==> src/rtl/addr8u_share_arb.sv <==
// Two-requester round-robin arbiter in front of one shared 8-bit adder, one transaction in flight.
// Optional self-check (macro ADDR8U_SHARE_ARB_CHECK_EN) re-adds with swapped operands and flags a mismatch.
module addr8u_share_arb #(
    parameter int RR_INIT = 0
`ifdef ADDR8U_SHARE_ARB_CHECK_EN
    , parameter bit FAULT_INJECT = 1'b0
`endif
) (
    input  logic       clk,
    input  logic       rst_n,
    input  logic       req0_valid,
    output logic       req0_ready,
    input  logic [7:0] req0_a,
    input  logic [7:0] req0_b,
    input  logic       req1_valid,
    output logic       req1_ready,
    input  logic [7:0] req1_a,
    input  logic [7:0] req1_b,
    output logic       rsp_valid,
    input  logic       rsp_ready,
    output logic [8:0] rsp_sum,
    output logic       rsp_id,
    output logic       rsp_err,
    output logic       busy
);

    typedef enum logic [1:0] {
        S_IDLE  = 2'd0,
        S_EXEC  = 2'd1,
        S_RESP  = 2'd2
`ifdef ADDR8U_SHARE_ARB_CHECK_EN
        , S_CHECK = 2'd3
`endif
    } state_t;

    localparam logic PRIO_RST = (RR_INIT != 0);

    state_t     state_q, state_d;
    logic [7:0] a_q, a_d;
    logic [7:0] b_q, b_d;
    logic       id_q, id_d;
    logic [8:0] sum_q, sum_d;
    logic       prio_q, prio_d;
    logic       gnt_id;
    logic       is_idle;
    logic [7:0] add_x, add_y;
    logic [8:0] add_sum;
`ifdef ADDR8U_SHARE_ARB_CHECK_EN
    logic       err_q, err_d;
`endif

    always_ff @(posedge clk or negedge rst_n) begin
        if (!rst_n) begin
            state_q <= S_IDLE;
            a_q     <= 8'h00;
            b_q     <= 8'h00;
            id_q    <= 1'b0;
            sum_q   <= 9'h000;
            prio_q  <= PRIO_RST;
`ifdef ADDR8U_SHARE_ARB_CHECK_EN
            err_q   <= 1'b0;
`endif
        end else begin
            state_q <= state_d;
            a_q     <= a_d;
            b_q     <= b_d;
            id_q    <= id_d;
            sum_q   <= sum_d;
            prio_q  <= prio_d;
`ifdef ADDR8U_SHARE_ARB_CHECK_EN
            err_q   <= err_d;
`endif
        end
    end

    always_comb begin
        is_idle    = (state_q == S_IDLE);
        // Contention goes to the priority holder; otherwise the lone valid requester.
        gnt_id     = (req0_valid && req1_valid) ? prio_q : req1_valid;
        req0_ready = is_idle && req0_valid && !gnt_id;
        req1_ready = is_idle && req1_valid && gnt_id;

        add_x = a_q;
        add_y = b_q;
`ifdef ADDR8U_SHARE_ARB_CHECK_EN
        if (state_q == S_CHECK) begin
            add_x = b_q;
            add_y = a_q;
        end
`endif
        add_sum = {1'b0, add_x} + {1'b0, add_y};

        state_d = state_q;
        a_d     = a_q;
        b_d     = b_q;
        id_d    = id_q;
        sum_d   = sum_q;
        prio_d  = prio_q;
`ifdef ADDR8U_SHARE_ARB_CHECK_EN
        err_d   = err_q;
`endif

        case (state_q)
            S_IDLE: begin
                if (req0_ready || req1_ready) begin
                    a_d     = gnt_id ? req1_a : req0_a;
                    b_d     = gnt_id ? req1_b : req0_b;
                    id_d    = gnt_id;
                    state_d = S_EXEC;
                end
            end
            S_EXEC: begin
`ifdef ADDR8U_SHARE_ARB_CHECK_EN
                sum_d   = add_sum ^ (FAULT_INJECT ? 9'h008 : 9'h000);
                state_d = S_CHECK;
`else
                sum_d   = add_sum;
                state_d = S_RESP;
`endif
            end
`ifdef ADDR8U_SHARE_ARB_CHECK_EN
            S_CHECK: begin
                err_d   = (add_sum != sum_q);
                state_d = S_RESP;
            end
`endif
            S_RESP: begin
                if (rsp_ready) begin
                    prio_d  = !id_q;
                    state_d = S_IDLE;
                end
            end
            default: state_d = S_IDLE;
        endcase
    end

    assign rsp_valid = (state_q == S_RESP);
    assign rsp_sum   = sum_q;
    assign rsp_id    = id_q;
    assign busy      = !is_idle;
`ifdef ADDR8U_SHARE_ARB_CHECK_EN
    assign rsp_err   = err_q;
`else
    assign rsp_err   = 1'b0;
`endif

endmodule

==> config.mk <==
export PLATFORM = sky130hd
export DESIGN_NAME = addr8u_share_arb
export DESIGN_NICKNAME = d
export VERILOG_FILES = /design/src/rtl/addr8u_share_arb.sv
export SDC_FILE = /design/constraint.sdc
export NUM_CORES = 1
export LEC_CHECK = 0
export CAP_MARGIN = 10
export CELL_PAD_IN_SITES_DETAIL_PLACEMENT = 1
export CELL_PAD_IN_SITES_GLOBAL_PLACEMENT = 1
export CORE_ASPECT_RATIO = 1.1
export CORE_MARGIN = 2
export CORE_UTILIZATION = 34
export DETAILED_ROUTE_END_ITERATION = 10
export PLACE_DENSITY_LB_ADDON = 0.15
export SYNTH_ARGS = -nofsm -noshare
export SYNTH_HDL_FRONTEND = slang
export SYNTH_SLANG_ARGS = --single-unit
==> constraint.sdc <==
create_clock -name clk -period 2.6 [get_ports clk]
set_input_delay 0.26 -clock clk [delete_from_list [all_inputs] [get_ports clk]]
set_output_delay 0.26 -clock clk [all_outputs]
set_load 0.005 [all_outputs]
; ---- Yosys cells after proc, flatten, opt, wreduce, memory -nomap -nowiden
; Cells that the tools add are included.
[word_totals]
wordCells = 30
inputBits = 37
out_inout_bits = 15
register_bits = 29
[op_classes]
addsub = 1
n_mux = 6
reduce_logical = 13
n_eq_ne = 4
[op_table]
columns = operator, n
row1 = 8-bit two-way mux, 2
row2 = 8-bit by 8-bit adder with 9-bit output, 1
row3 = 2-bit one-hot mux with 3 select lines, 1
row4 = 2-bit AND reduction, 3
row5 = 1-bit logical AND, 5
row6 = 2-bit two-way mux, 2
row7 = "2-bit by 1-bit inequality test with 1-bit output, second input constant", 2
row8 = 1-bit zero test, 3
row9 = "2-bit by 1-bit equality test with 1-bit output, second input constant", 1
row10 = "2-bit equality test, second input constant", 1
row11 = 2-bit zero test, 1
row12 = 1-bit logical OR, 1
row13 = 1-bit two-way mux, 1

; ---- Longest topological paths before layout
[logic_depth]
depth_word = 7
depth_mapped = 6
mapped_depth_nobuf = 6

; ---- Least setup slack after synthesis
; No wires, ideal clock.
[synth_timing]
kind = reg-to-reg
startpoint = register a_q[0]
endpoint = register sum_q[8], in the netlist rsp_sum[8]
path_stages_with_launch = 7
path_buffers = 0
arrival_time_ps = 1766
period_less_slack_ps = 1885
setup_time_ps = 119
required_ps = 2481
setup_slack_ps = 715
path_cell_list = dfrtp_1 > ha_1 > fa_1 > a211oi_2 > nor2_1 > o31a_1 > o21a_1
[synth_via]
elab_chain_len = 1
[synth_lines]
columns = element, line
row1 = start: declaration, 39  ; logic [7:0] a_q, a_d;
row2 = start signal: assignment, 55  ; a_q <= 8'h00;
row3 = start signal: assignment, 65  ; a_q <= a_d;
row4 = 8-bit by 8-bit adder with 9-bit output, 91  ; add_sum = {1'b0, add_x} + {1'b0, add_y};
row5 = end signal: assignment, 68  ; sum_q <= sum_d;
row6 = end: declaration, 42  ; logic [8:0] sum_q, sum_d;
; No other way between the ends.
; A chain may end at the register's enable or synchronous reset.

; ---- Worst setup path after layout
; Same ends and word-level chain as after synthesis.

==> results.md <==
- Cell count after synthesis: 156
- Fin nets: 255
- Endpoints failing hold: 0
- Clk_lat worst skew: 280 ps
- Fmax: 0.499 GHz
- Met3 track demand over resource: 0.0463
- Cell with the most instances after synthesis: dfrtp_1
- Post-DP HPWL: 2.87 mm
- CORE AREA: 4590 µm²
- CP arrival: 2170 ps
- Clock share of power: 0.134
- Initial Utilization: 0.350
- Adder-cell share of the synthesized area: 0.0749
- Seq pwr share: 0.304
- I/O Buffers: 50
- Vias in the first global route: 1351
- Clock skew: 5.83 ps
- Largest family of logic cells by synthesized area: compound AO/OA/AOI/OAI gates
- Compound-Gate Fraction of Synth Area: 0.186
- Internal: 0.00167 W
- Core Util, Final: 0.489
- CP max FO: 3
- Area of the die: 5280 µm²
- Gr ovfl total: 0
- Worst-case vdd ir drop: 0.394 mV
- Cell family with most CP delay: compound AO/OA/AOI/OAI gates
- Initial antenna violation count: 0
- Commonest cells post-synth: 29 x dfrtp_1, 19 x a21oi_1, 19 x nor2_1
- Synth Net Count: 202
- Largest net degree at the start of global routing: 34
- H-tree levels: 2
- Chip width: 69.5 µm
- Max-cap violation count: 0
- Switch Pwr: 0.00105 W
- Simple-gate share of the synthesized area: 0.114
- Ys flop type: dfrtp_1
- CTS root buffer: clkbuf_8
- Critical path data required time: 2770 ps
- Comb power frac: 0.562
- Via density: 5.02
- Post-synth top area share: 0.452
- XOR/XNOR Fraction of Synth Area: 0.0109
- Slowest-stage cell, CP: fa_1
- WS Path Type: reg -> reg
- Setup TNS: 0 ps
- Met1 Usage GRT: 0.189
- Status: complete, no violations
- GRT busiest layer: met2
- CTS Hold Bufs: 0
- Dominant cell type by area after synthesis: dfrtp_1
- Dominant cells by area after synthesis: dfrtp_1 45%, mux2i_1 10%, ha_1 6.2%
- Diode count: 0
- Post-Route WL: 3.56 mm
- Setup Buffers After CTS: 0
- DRC violations left: 0
- Final setup fails: 0
- Post-synthesis register bit count: 29
- RSZ-0062 raised after global routing: false
- CTS clk-pin slew, worst paths: 60 ps
- Avg Inst Size Synth: 10.3 µm²
- Global-route wire length before repair: 6.33 mm
- WL/cell: 13.4 µm
- Minimum clock period: 2000 ps
- Crit. End Element: flop
- Row cnt: 26
- Pins over their slew limit: 0
- Num ports: 52
- Routability Congestion: 0.771
- Worst path max stage delay: 440 ps
- YS warnings: 0
- # fillers: 508
- Met2 Usage GRT: 0.239
- Synth Cell Area: 1600 µm²
- Ys async rst share: 1.00
- Netlist cell types: 38
- Final worst path period share: 0.770
- Sw Share: 0.386
- CTS Buf Count: 5
- GRT Total Usage: 0.150
- Mux share of post-synthesis cell area: 0.114
- Initial DRC count: 42
- Leak: 0.975 nW
- Drt pass-1 iters: 3
- CTS resizes: 0
- Worst Hold Class: in -> async
- Bufs on Longest Clock Path: 2
- Sequential share of the synthesized area: 0.452
- Worst setup SP type: flop
- Area grow syn2layout: 39.7%
- DR vias: 1330
- Critical path buffers and inverters: 0
- PD cells: 1220 nW/µm²
- # clock sinks: 29
- CTS tree: yes
- Number of synthesized flops with an enable pin: 0
- Die height: 76.0 µm
- Critical path cell sequence: ha_1 > fa_1 > a211oi_2 > nor2_1 > o31a_1 > o21a_1
- Post-route ant nets: 0
- Share of cells above drive strength 1: 0.0766
-- sequential cells by signal, indices dropped and copies added (netlist names) --
name / cells
rsp_sum: 9
a_q: 8
add_y: 8
state_q: 2
prio_q: 1
rsp_id: 1
-- final timing paths --
check	startpoint	to	slack, ps	cells past startpoint
worst max register to register	a_q[0]$_DFFE_PN0P_	rsp_sum[8]$_DFFE_PN0N_	600	6
min in group clk	rsp_sum[4]$_DFFE_PN0N_	rsp_sum[4]$_DFFE_PN0N_	480	2
worst max-delay path	a_q[0]$_DFFE_PN0P_	rsp_sum[8]$_DFFE_PN0N_	600	6
worst min-delay path	rst_n	rsp_sum[2]$_DFFE_PN0N_	370	2
worst min register to register	rsp_sum[4]$_DFFE_PN0N_	rsp_sum[4]$_DFFE_PN0N_	480	2
max in group asynchronous	rst_n	add_y[6]$_DFFE_PN0P_	1960	2
-- routing by layer --
layer	share of wire	vias to the layer above
met1	0.45	628
li1	-	666
met2	0.48	30
met5	0	-
met3	0.047	6
met4	0.018	0
-- power groups by stage --
stage / clock network (W) / registers, W / logic [W]
finish: 0.000366 / 0.000828 / 0.00153
global route: 0.000405 / 0.000869 / 0.00172
CTS: 0.000382 / 0.000835 / 0.00156
detailed placement: 0 / 0.000841 / 0.00155
global placement: 0 / 0.000822 / 0.00151
floorplan: 0 / 0.000806 / 0.00105
-- cell usage in the layout (no fill, tap or decap), drive strengths merged, types with 4 or more instances in the layout --
master,netlist,final
clkbuf,0,7
o21ai,6,6
dfrtp,29,29
nor2,19,19
nand2,5,5
ha,8,8
mux2i,16,16
a211oi,4,4
buf,8,4
o21a,4,4
a21oi,19,19
clkdlybuf4s50,0,50
inv,5,5
-- metrics by stage --
stage	setup WS, ps	cells	total power (W)	hold slack [ps]	area [µm²]
floorplan	715	156	0.00186	-35.6	1600
finish	598	265	0.00272	366	2240
detailed placement	611	258	0.00239	475	2150
CTS	597	265	0.00278	373	2240
global route	473	265	0.00299	407	2240
global placement	649	258	0.00233	463	2150
-- kinds of logic (layout without fill, tap and decap cells) --
family / after synthesis / after routing
other: 1 / 1
AND/OR/NAND/NOR: 38 / 38
multiplexers: 18 / 18
adder cells (fa/ha/maj): 9 / 9
flip-flops: 29 / 29
XOR/XNOR: 2 / 2
AO/OA/AOI/OAI: 46 / 46
buffers and inverters: 13 / 66
-- layout make-up --
type / instances / area [µm²] / area share
inverter: 5 / 18.8 / 0.00838
clock buffer: 7 / 86.3 / 0.0385
sequential: 29 / 726 / 0.324
multi-input combinational: 114 / 810 / 0.361
tap: 56 / 70.1 / 0.0313
timing repair buffer: 54 / 531 / 0.237
No activity file was read; power rests on OpenSTA's default activity.
